File: src/rtl/wb_mux_pipe_if.sv
// Bus bundle for the writeback-select stage: decode/execute/memory results
// in, registered writeback request out.
interface wb_mux_pipe_if #(
  parameter int XLEN = 32,
  parameter int RA_W = 5
);
  logic            in_valid;
  logic            reg_we;
  logic [RA_W-1:0] rd_addr;
  logic [1:0]      rd_sel;
  logic [XLEN-1:0] imm;
  logic [XLEN-1:0] pc;
  logic [XLEN-1:0] alu_out;
  logic [XLEN-1:0] rd_mem;
  logic [2:0]      mem_fmt;
  logic [1:0]      byte_off;
  logic            stall;
  logic            flush;
  logic [XLEN-1:0] wb_data;
  logic [RA_W-1:0] wb_rd;
  logic            wb_we;
  logic            misalign;

  modport master (
    output in_valid, reg_we, rd_addr, rd_sel, imm, pc, alu_out, rd_mem,
           mem_fmt, byte_off, stall, flush,
    input  wb_data, wb_rd, wb_we, misalign
  );

  modport slave (
    input  in_valid, reg_we, rd_addr, rd_sel, imm, pc, alu_out, rd_mem,
           mem_fmt, byte_off, stall, flush,
    output wb_data, wb_rd, wb_we, misalign
  );
endinterface

File: src/rtl/wb_mux_pipe.sv
// Registered writeback-select stage for the rysy core. Picks the rd source
// (immediate, delayed PC (+4), ALU, or extended load data), suppresses x0
// and misaligned-load writes, and honours stall/flush.
module wb_mux_pipe #(
  parameter int XLEN     = 32,
  parameter int RA_W     = 5,
  parameter int PC_DELAY = 1,
  parameter int PCP4_ADD = 1
) (
  input logic          clk,
  input logic          rst,
  wb_mux_pipe_if.slave bus
);

  localparam logic [1:0] SEL_IMM  = 2'b00;
  localparam logic [1:0] SEL_PCP4 = 2'b01;
  localparam logic [1:0] SEL_ALU  = 2'b10;
  localparam logic [1:0] SEL_MEM  = 2'b11;

  localparam logic [2:0] FMT_LB  = 3'b000;
  localparam logic [2:0] FMT_LH  = 3'b001;
  localparam logic [2:0] FMT_LW  = 3'b010;
  localparam logic [2:0] FMT_LBU = 3'b100;
  localparam logic [2:0] FMT_LHU = 3'b101;

  // Lane extraction plus sign/zero extension; unknown formats behave as LW.
  function automatic logic [XLEN-1:0] f_load_ext(input logic [XLEN-1:0] word,
                                                 input logic [2:0]      fmt,
                                                 input logic [1:0]      off);
    logic signed [7:0]  b;
    logic signed [15:0] h;
    logic [XLEN-1:0]    r;
    b = word[8*off +: 8];
    h = word[16*off[1] +: 16];
    case (fmt)
      FMT_LB:  r = {{(XLEN-8){b[7]}}, b};
      FMT_LBU: r = {{(XLEN-8){1'b0}}, b};
      FMT_LH:  r = {{(XLEN-16){h[15]}}, h};
      FMT_LHU: r = {{(XLEN-16){1'b0}}, h};
      default: r = word;
    endcase
    return r;
  endfunction

  // Halfwords need even offsets, words need offset 0; bytes never trap.
  function automatic logic f_misaligned(input logic [2:0] fmt,
                                        input logic [1:0] off);
    logic r;
    case (fmt)
      FMT_LH, FMT_LHU: r = off[0];
      FMT_LW:          r = (off != 2'b00);
      default:         r = 1'b0;
    endcase
    return r;
  endfunction

  logic [XLEN-1:0] w_delayed_pc;
  logic [XLEN-1:0] w_pc_src;
  logic [XLEN-1:0] w_load_val;
  logic [XLEN-1:0] w_sel_val;
  logic            w_bad;
  logic            w_we_nxt;
  logic            w_mis_nxt;

  logic [XLEN-1:0] r_wb_data_p1;
  logic [RA_W-1:0] r_wb_rd_p1;
  logic            r_wb_we_p1;
  logic            r_misalign_p1;

  generate
    if (PC_DELAY == 0) begin : g_pc_direct
      assign w_delayed_pc = bus.pc;
    end else begin : g_pc_delay
      logic [XLEN-1:0] r_pc_dly_p [PC_DELAY];

      // PC shift register, frozen while the stage is stalled.
      always_ff @(posedge clk) begin
        if (!rst) begin
          for (int i = 0; i < PC_DELAY; i++) r_pc_dly_p[i] <= '0;
        end else if (!bus.stall) begin
          r_pc_dly_p[0] <= bus.pc;
          for (int i = 1; i < PC_DELAY; i++) r_pc_dly_p[i] <= r_pc_dly_p[i-1];
        end
      end

      assign w_delayed_pc = r_pc_dly_p[PC_DELAY-1];
    end
  endgenerate

  assign w_pc_src   = (PCP4_ADD != 0) ? (w_delayed_pc + XLEN'(4)) : w_delayed_pc;
  assign w_load_val = f_load_ext(bus.rd_mem, bus.mem_fmt, bus.byte_off);

  // Source select and write-enable qualification feeding the output register.
  always_comb begin
    w_sel_val = bus.imm;
    case (bus.rd_sel)
      SEL_IMM:  w_sel_val = bus.imm;
      SEL_PCP4: w_sel_val = w_pc_src;
      SEL_ALU:  w_sel_val = bus.alu_out;
      SEL_MEM:  w_sel_val = w_load_val;
      default:  w_sel_val = bus.imm;
    endcase
    w_bad     = (bus.rd_sel == SEL_MEM) && f_misaligned(bus.mem_fmt, bus.byte_off);
    w_we_nxt  = bus.in_valid && bus.reg_we && (bus.rd_addr != '0) && !w_bad && !bus.flush;
    w_mis_nxt = bus.in_valid && w_bad && !bus.flush;
  end

  // ---- stage boundary: selection -> writeback register ----
  // Data/index load only when not stalled; enables also update on flush so a
  // stalled, flushed instruction still loses its write.
  always_ff @(posedge clk) begin
    if (!rst) begin
      r_wb_data_p1  <= '0;
      r_wb_rd_p1    <= '0;
      r_wb_we_p1    <= 1'b0;
      r_misalign_p1 <= 1'b0;
    end else begin
      if (!bus.stall) begin
        r_wb_data_p1 <= w_sel_val;
        r_wb_rd_p1   <= bus.rd_addr;
      end
      if (!bus.stall || bus.flush) begin
        r_wb_we_p1    <= w_we_nxt;
        r_misalign_p1 <= w_mis_nxt;
      end
    end
  end

  assign bus.wb_data  = r_wb_data_p1;
  assign bus.wb_rd    = r_wb_rd_p1;
  assign bus.wb_we    = r_wb_we_p1;
  assign bus.misalign = r_misalign_p1;

endmodule

File: src/flat_wrapper.sv
// flat-port wrapper written by rule: the top's interface ports become plain ports
module wb_mux_pipe_flat 
#(
  parameter int XLEN     = 32,
  parameter int RA_W     = 5,
  parameter int PC_DELAY = 1,
  parameter int PCP4_ADD = 1
)
  (clk, rst, bus_in_valid, bus_reg_we, bus_rd_addr, bus_rd_sel, bus_imm, bus_pc, bus_alu_out, bus_rd_mem, bus_mem_fmt, bus_byte_off, bus_stall, bus_flush, bus_wb_data, bus_wb_rd, bus_wb_we, bus_misalign);
  wb_mux_pipe_if #(.XLEN(XLEN), .RA_W(RA_W)) bus_i ();
  input logic clk;
  input logic rst;
  input wire logic [$bits(bus_i.in_valid)-1:0] bus_in_valid;
  input wire logic [$bits(bus_i.reg_we)-1:0] bus_reg_we;
  input wire logic [$bits(bus_i.rd_addr)-1:0] bus_rd_addr;
  input wire logic [$bits(bus_i.rd_sel)-1:0] bus_rd_sel;
  input wire logic [$bits(bus_i.imm)-1:0] bus_imm;
  input wire logic [$bits(bus_i.pc)-1:0] bus_pc;
  input wire logic [$bits(bus_i.alu_out)-1:0] bus_alu_out;
  input wire logic [$bits(bus_i.rd_mem)-1:0] bus_rd_mem;
  input wire logic [$bits(bus_i.mem_fmt)-1:0] bus_mem_fmt;
  input wire logic [$bits(bus_i.byte_off)-1:0] bus_byte_off;
  input wire logic [$bits(bus_i.stall)-1:0] bus_stall;
  input wire logic [$bits(bus_i.flush)-1:0] bus_flush;
  output wire logic [$bits(bus_i.wb_data)-1:0] bus_wb_data;
  output wire logic [$bits(bus_i.wb_rd)-1:0] bus_wb_rd;
  output wire logic [$bits(bus_i.wb_we)-1:0] bus_wb_we;
  output wire logic [$bits(bus_i.misalign)-1:0] bus_misalign;
  assign bus_i.in_valid = bus_in_valid;
  assign bus_i.reg_we = bus_reg_we;
  assign bus_i.rd_addr = bus_rd_addr;
  assign bus_i.rd_sel = bus_rd_sel;
  assign bus_i.imm = bus_imm;
  assign bus_i.pc = bus_pc;
  assign bus_i.alu_out = bus_alu_out;
  assign bus_i.rd_mem = bus_rd_mem;
  assign bus_i.mem_fmt = bus_mem_fmt;
  assign bus_i.byte_off = bus_byte_off;
  assign bus_i.stall = bus_stall;
  assign bus_i.flush = bus_flush;
  assign bus_wb_data = bus_i.wb_data;
  assign bus_wb_rd = bus_i.wb_rd;
  assign bus_wb_we = bus_i.wb_we;
  assign bus_misalign = bus_i.misalign;
  wb_mux_pipe #(.XLEN(XLEN), .RA_W(RA_W), .PC_DELAY(PC_DELAY), .PCP4_ADD(PCP4_ADD)) u_core (.clk(clk), .rst(rst), .bus(bus_i));
endmodule
File: config.mk
export PLATFORM = sky130hd
export DESIGN_NAME = wb_mux_pipe_flat
export DESIGN_NICKNAME = d
export VERILOG_FILES = /design/src/rtl/wb_mux_pipe_if.sv /design/src/rtl/wb_mux_pipe.sv /design/src/flat_wrapper.sv
export SDC_FILE = /design/constraint.sdc
export NUM_CORES = 1
export LEC_CHECK = 0
export CAP_MARGIN = 20
export CORE_MARGIN = 4
export CORE_UTILIZATION = 35
export CTS_CLUSTER_SIZE = 14
export DETAILED_ROUTE_END_ITERATION = 6
export GPL_TIMING_DRIVEN = 0
export PLACE_DENSITY = 0.76
export RECOVER_POWER = 100
export SLEW_MARGIN = 20
export SYNTH_ARGS = -nofsm -noshare
export SYNTH_HDL_FRONTEND = slang
export SYNTH_SLANG_ARGS = --single-unit
File: constraint.sdc
create_clock -name clk -period 2.44 [get_ports clk]
set_input_delay 0.488 -clock clk [delete_from_list [all_inputs] [get_ports clk]]
set_output_delay 0.488 -clock clk [all_outputs]
set_load 0.02 [all_outputs]
# Word level (Yosys, flattened, before mapping)

Memories as Yosys holds them, arrays and structs flattened.
Index checks and enable logic that the tools add are counted.

Memories: 1
RAM bits: 32
Word-level logic and storage cells: 41
Output and inout bits: 39
Flip-flop bits (word level): 39

Memory list:

| memory                       | depth | bits a word | read ports | clocked after memory_dff | write ports | RTL line          | RTL |
|---|---|---|---|---|---|---|---|
| u_core.g_pc_delay.r_pc_dly_p | 1     | 32          | 1          | 0                        | 1           | wb_mux_pipe.sv:74 | `logic [XLEN-1:0] r_pc_dly_p [PC_DELAY];` |

Equal/unequal tests: 7
Shift operators: 2
Reduce and logical (&&, ||, !) cells: 17
Mux-type cells: 9
Add/subtract/negate cells: 1

Operators by type and width:

| operator                | count |
|---|---|
| $pmux W32 S4            | 2 |
| $add A32 B3 Y32 const B | 1 |
| $mux W32                | 1 |
| $reduce_or A32 Y1       | 1 |
| $shiftx A32 B6 Y16      | 1 |
| $shiftx A32 B6 Y8       | 1 |
| $logic_and A1 B1 Y1     | 7 |
| $eq A3 B3 Y1 const B    | 2 |
| $mux W1                 | 5 |
| $reduce_bool A5 Y1      | 1 |
| $eq A2 B2 Y1 const B    | 2 |
| $eq A3 B1 Y1 const B    | 1 |
| $eq A3 B2 Y1 const B    | 1 |
| $logic_not A1 Y1        | 3 |
| $logic_not A3 Y1        | 1 |
| $eq A2 B1 Y1 const B    | 1 |
| $logic_not A2 Y1        | 1 |
| $pmux W1 S2             | 1 |
| $reduce_bool A2 Y1      | 1 |
| $reduce_or A2 Y1        | 1 |
| $logic_or A1 B1 Y1      | 1 |

# Logic depth before layout (Yosys ltp)

Word-level depth: 7
Mapped depth: 8
Mapped depth without buffers: 6

# Least setup slack after synthesis

OpenSTA, ideal clock, no wires.

Path kind: input port to flip-flop
Start point: input port bus_stall
End point: memory u_core.g_pc_delay.r_pc_dly_p[0][0] (enable)
Stages on the path: 5
Arrival time: 1978 ps
Library setup time: 402 ps
Slack: 60 ps
Cells stage by stage: clkbuf_1 > and2_0 > clkbuf_1 > buf_1 > inv_1

Cells in the longest elaborated chain, start to end: 5

Ends and longest elaborated chain:

| item                               | RTL line           | RTL |
|---|---|---|
| start: declaration                 | flat_wrapper.sv:23 | `input wire logic [$bits(bus_i.stall)-1:0] bus_stall;` |
| $mux W1 *                          | wb_mux_pipe.sv:80  | `end else if (!bus.stall) begin` |
| $mux W1 *                          | wb_mux_pipe.sv:78  | `if (!rst) begin` |
| $mux W1 (implied by the code) *    | wb_mux_pipe.sv:81  | `r_pc_dly_p[0] <= bus.pc;` |
| $reduce_or A32 Y1 (no source line) | -                  |  |
| $mux W1 (no source line) *         | -                  |  |
| end: declaration                   | wb_mux_pipe.sv:74  |  |

Every way passes the cells marked *; elsewhere a longest branch is shown, timed or not.

# Worst setup path after layout

Start point: input port bus_rd_sel[0]
End point: register u_core.r_wb_data_p1[16], in the netlist u_core.bus.wb_data[16]

Cells in the longest elaborated chain, start to end: 2
Elaborated cells between the ends (all ways): 5
Classes of those cells: eq/ne: 3; mux: 1; reduce/logical: 1

Ends and longest elaborated chain:

| item                                       | RTL line           | RTL |
|---|---|---|
| start: declaration                         | flat_wrapper.sv:16 | `input wire logic [$bits(bus_i.rd_sel)-1:0] bus_rd_sel;` |
| $eq A2 B2 Y1, or another cell as far along | wb_mux_pipe.sv:96  | `case (bus.rd_sel)` |
| $pmux W32 S4 *                             | wb_mux_pipe.sv:96  |  |
| end signal: assignment                     | wb_mux_pipe.sv:119 | `r_wb_data_p1 <= w_sel_val;` |
| end: declaration                           | wb_mux_pipe.sv:65  | `logic [XLEN-1:0] r_wb_data_p1;` |

Marked as above.
A chain may end at the register's enable or synchronous reset.

==> results.cfg <==
[status]
status = finished with violations
failed_checks = design-rule violations

[power_and_ir_drop]
power_density_nw_per_um2 = 513.9
combPwrFrac = 0.235
internal_power_mw = 2.662
p_sw_frac = 0.2741
switchingPower_mw = 1.005
p_leak_nw = 2.633
power_frac_clock = 0.378
ir_drop_mv = 0.2982
seq_power_share = 0.386

[critical_path]
crit_start = bus_rd_sel[0]
cp_max_fo = 10
r2r-start = u_core.g_pc_delay.r_pc_dly_p[0][2]
path_class = input port to register
required_ns = 2.70
crit_path_end_kind = register
start_kind = input port
cp.arrival_ns = 2.65

[clock_tree]
cts.path.max_buffers = 2
clk_latency_ns = 0.34
cts_tree = done
htreeDepth = 3
cts_made_buffers = 9
cts.sinks = 71
cts-root-buf = clkbuf_16
path_clk_slew_ns = 0.06

[global_routing]
overflow = 0
met3_usage = 0.05132
antenna_found_initial = 0
grt_usage = 0.2359
grt_use_met1 = 0.2944
grt_max_degree = 17
grt_pass1_vias = 5126
top_usage_layer = met2
grt_pass1_wl_um = 27460
grt_use_met2 = 0.3720

[logic_synthesis]
synth-edff-count = 32
ys_warn_count = 0
synth_cell_types = 62
seq_area_frac_synth = 0.3686
yosys-top-cells-count = 47 x o21ai_0, 46 x nand2_1, 39 x dfxtp_1
synth_seq_cells = 71
synth_ff_type = dfxtp_1
syn_area_sq_um = 4725
syn-mean-instance-area_sq_um = 8.362
yosysTopAreaCell = edfxtp_1
synthMostInstantiatedCell = o21ai_0
synth_top_area_share = 0.2034
synth_nets = 712
postSynth.asyncResetShare = 0
ys_top_cells_by_area = edfxtp_1 20%, dfxtp_1 17%, o21ai_0 5.0%
synth_cells = 565

[final_layout]
multiInputGateArea_sq_um = 2745
seqCellArea_sq_um = 1742
layout.nets = 908
fillCellCount = 1230
drive_gt1_frac = 0.06919
syn_to_final_growth_pct = 51.01
antenna_cells = 0
fin_cells = 942
stdcell_area_sq_um = 7134

[sta]
finalCritPeriodShare = 0.9813
maxSlewHeadroom = 0.4500
rsz0062_at_grt = false
finClkSkew_ns = 0.007448
setup_ws_ns = 0.04564
worst_slew_pin_slew_ns = 0.8175
final_max_slew_viol_count = 0
setup_violations = 0
min_period_ns = 2.394
timing.fmax_mhz = 417.6
finalHoldViolations = 0

[floorplan]
start_util = 0.3568
ioPinCount = 185
die_h_um = 124.2
die_w_um = 124.2
coreArea_sq_um = 13240
rows = 42
die_area_sq_um = 15420

[place]
detailedPlace.worstSlack_ns = -1.317
gp_congestion = 0.9952
place_area_sq_um = 6756
place.port_buffers = 181
dp_cells = 922
hpwlAfterDp_um = 14630

[route]
wl_per_cell_um = 20.07
drc = 3
vias = 5367
ant_nets = 0
first_pass_iters = 7
drt-total-wl_um = 18910
drt-initial-drc-count = 474
via_per_inst = 5.697

[hold_path]
min_path_type = register to register
min_from = u_core.bus.wb_data[10]

[run]
maxCapViolCount = 0
## path summary, 6_finish.rpt
path	end	slack, ns	cells after the start
min	u_core.bus.wb_data[10]	0.47	2
max	u_core.bus.wb_data[16]	0.05	7
max reg2reg	u_core.bus.wb_data[22]	0.12	6
min reg2reg	u_core.bus.wb_data[10]	0.47	2
## layer usage
| layer | wire [um] | vias up |
|---|---|---|
| li1 | - | 2521 |
| met5 | 0 | - |
| met3 | 2001 | 64 |
| met4 | 997 | 0 |
| met2 | 8691 | 354 |
| met1 | 7219 | 2428 |
## worst max-delay path, cell delays in order
cell             delay (ns)
clkdlybuf4s50_1        0.55
clkbuf_2               0.28
nand2_1                0.26
nor4_1                 0.35
nand2_1                0.33
o221a_2                0.24
o21ai_0                0.15
## registers in the layout, indices dropped and copies added (netlist names)
register / cells
u_core.bus.misalign: 1
u_core.bus.wb_we: 1
u_core.g_pc_delay.r_pc_dly_p: 32
u_core.bus.wb_data: 32
u_core.bus.wb_rd: 5
## power by group through the flow
stage	Sequential [mW]	Combinational, mW	Clock [mW]
detailed placement	1.44	0.849	0
finish	1.42	0.863	1.39
global route	1.43	0.920	1.46
CTS	1.42	0.866	1.40
floorplan	1.48	0.331	0
global placement	1.44	0.846	0
## stage by stage
| stage | setup TNS (ns) | hold WS [ns] | power, mW | utilization |
|---|---|---|---|---|
| after floorplan | 0 | 0.5359 | 1.811 | - |
| after global placement | -57.76 | 0.4476 | 2.283 | 0.5102 |
| after detailed placement | -57.84 | 0.4594 | 2.289 | 0.5102 |
| after CTS | 0 | 0.4721 | 3.679 | 0.5379 |
| after global routing | 0 | 0.4937 | 3.802 | 0.5387 |
| final | 0 | 0.4693 | 3.667 | 0.5387 |
## logic make-up after synthesis
| logic type | after synthesis | synth area share |
|---|---|---|
| and+or+nand+nor | 212 | 0.2421 |
| AOI/OAI and AO/OA | 175 | 0.2463 |
| DFF | 71 | 0.3686 |
| buffers and inverters | 68 | 0.05455 |
| muxes | 22 | 0.05614 |
| xor gates and xnor gates | 16 | 0.02966 |
| adders and majority gates | 1 | 0.002648 |
## cells in the final DEF (no fill, tap or decap), types with 13 or more instances in the layout
cell type,count
mux2i_1,13
edfxtp_1,32
and2_0,26
clkbuf_1,31
dlygate4sd3_1,40
nand2_1,46
dfxtp_1,39
nor2_1,28
o21ai_0,47
clkdlybuf4s50_1,141
a31oi_1,15
nor3_1,17
inv_1,23
a21oi_1,32
nand2b_1,13
## cell type report
cell class              count  area share
multi-input cells         426      0.3848
well taps                 176     0.03087
repair inverters            1   0.0007015
clock buffers              11     0.03262
clock inverters             5     0.01017
plain buffers              43     0.02578
repair buffers            184      0.2576
inverters                  25     0.01333
flip-flops and latches     71      0.2441
## what timing repair did
action,CTS,global route
cloned,1,0
endpoints found under the hold margin,0,0
hold buffers,0,0
setup buffers,3,0
setup endpoints to repair,57,47
resized for setup,12,14
(Power assumes the default switching activity.)
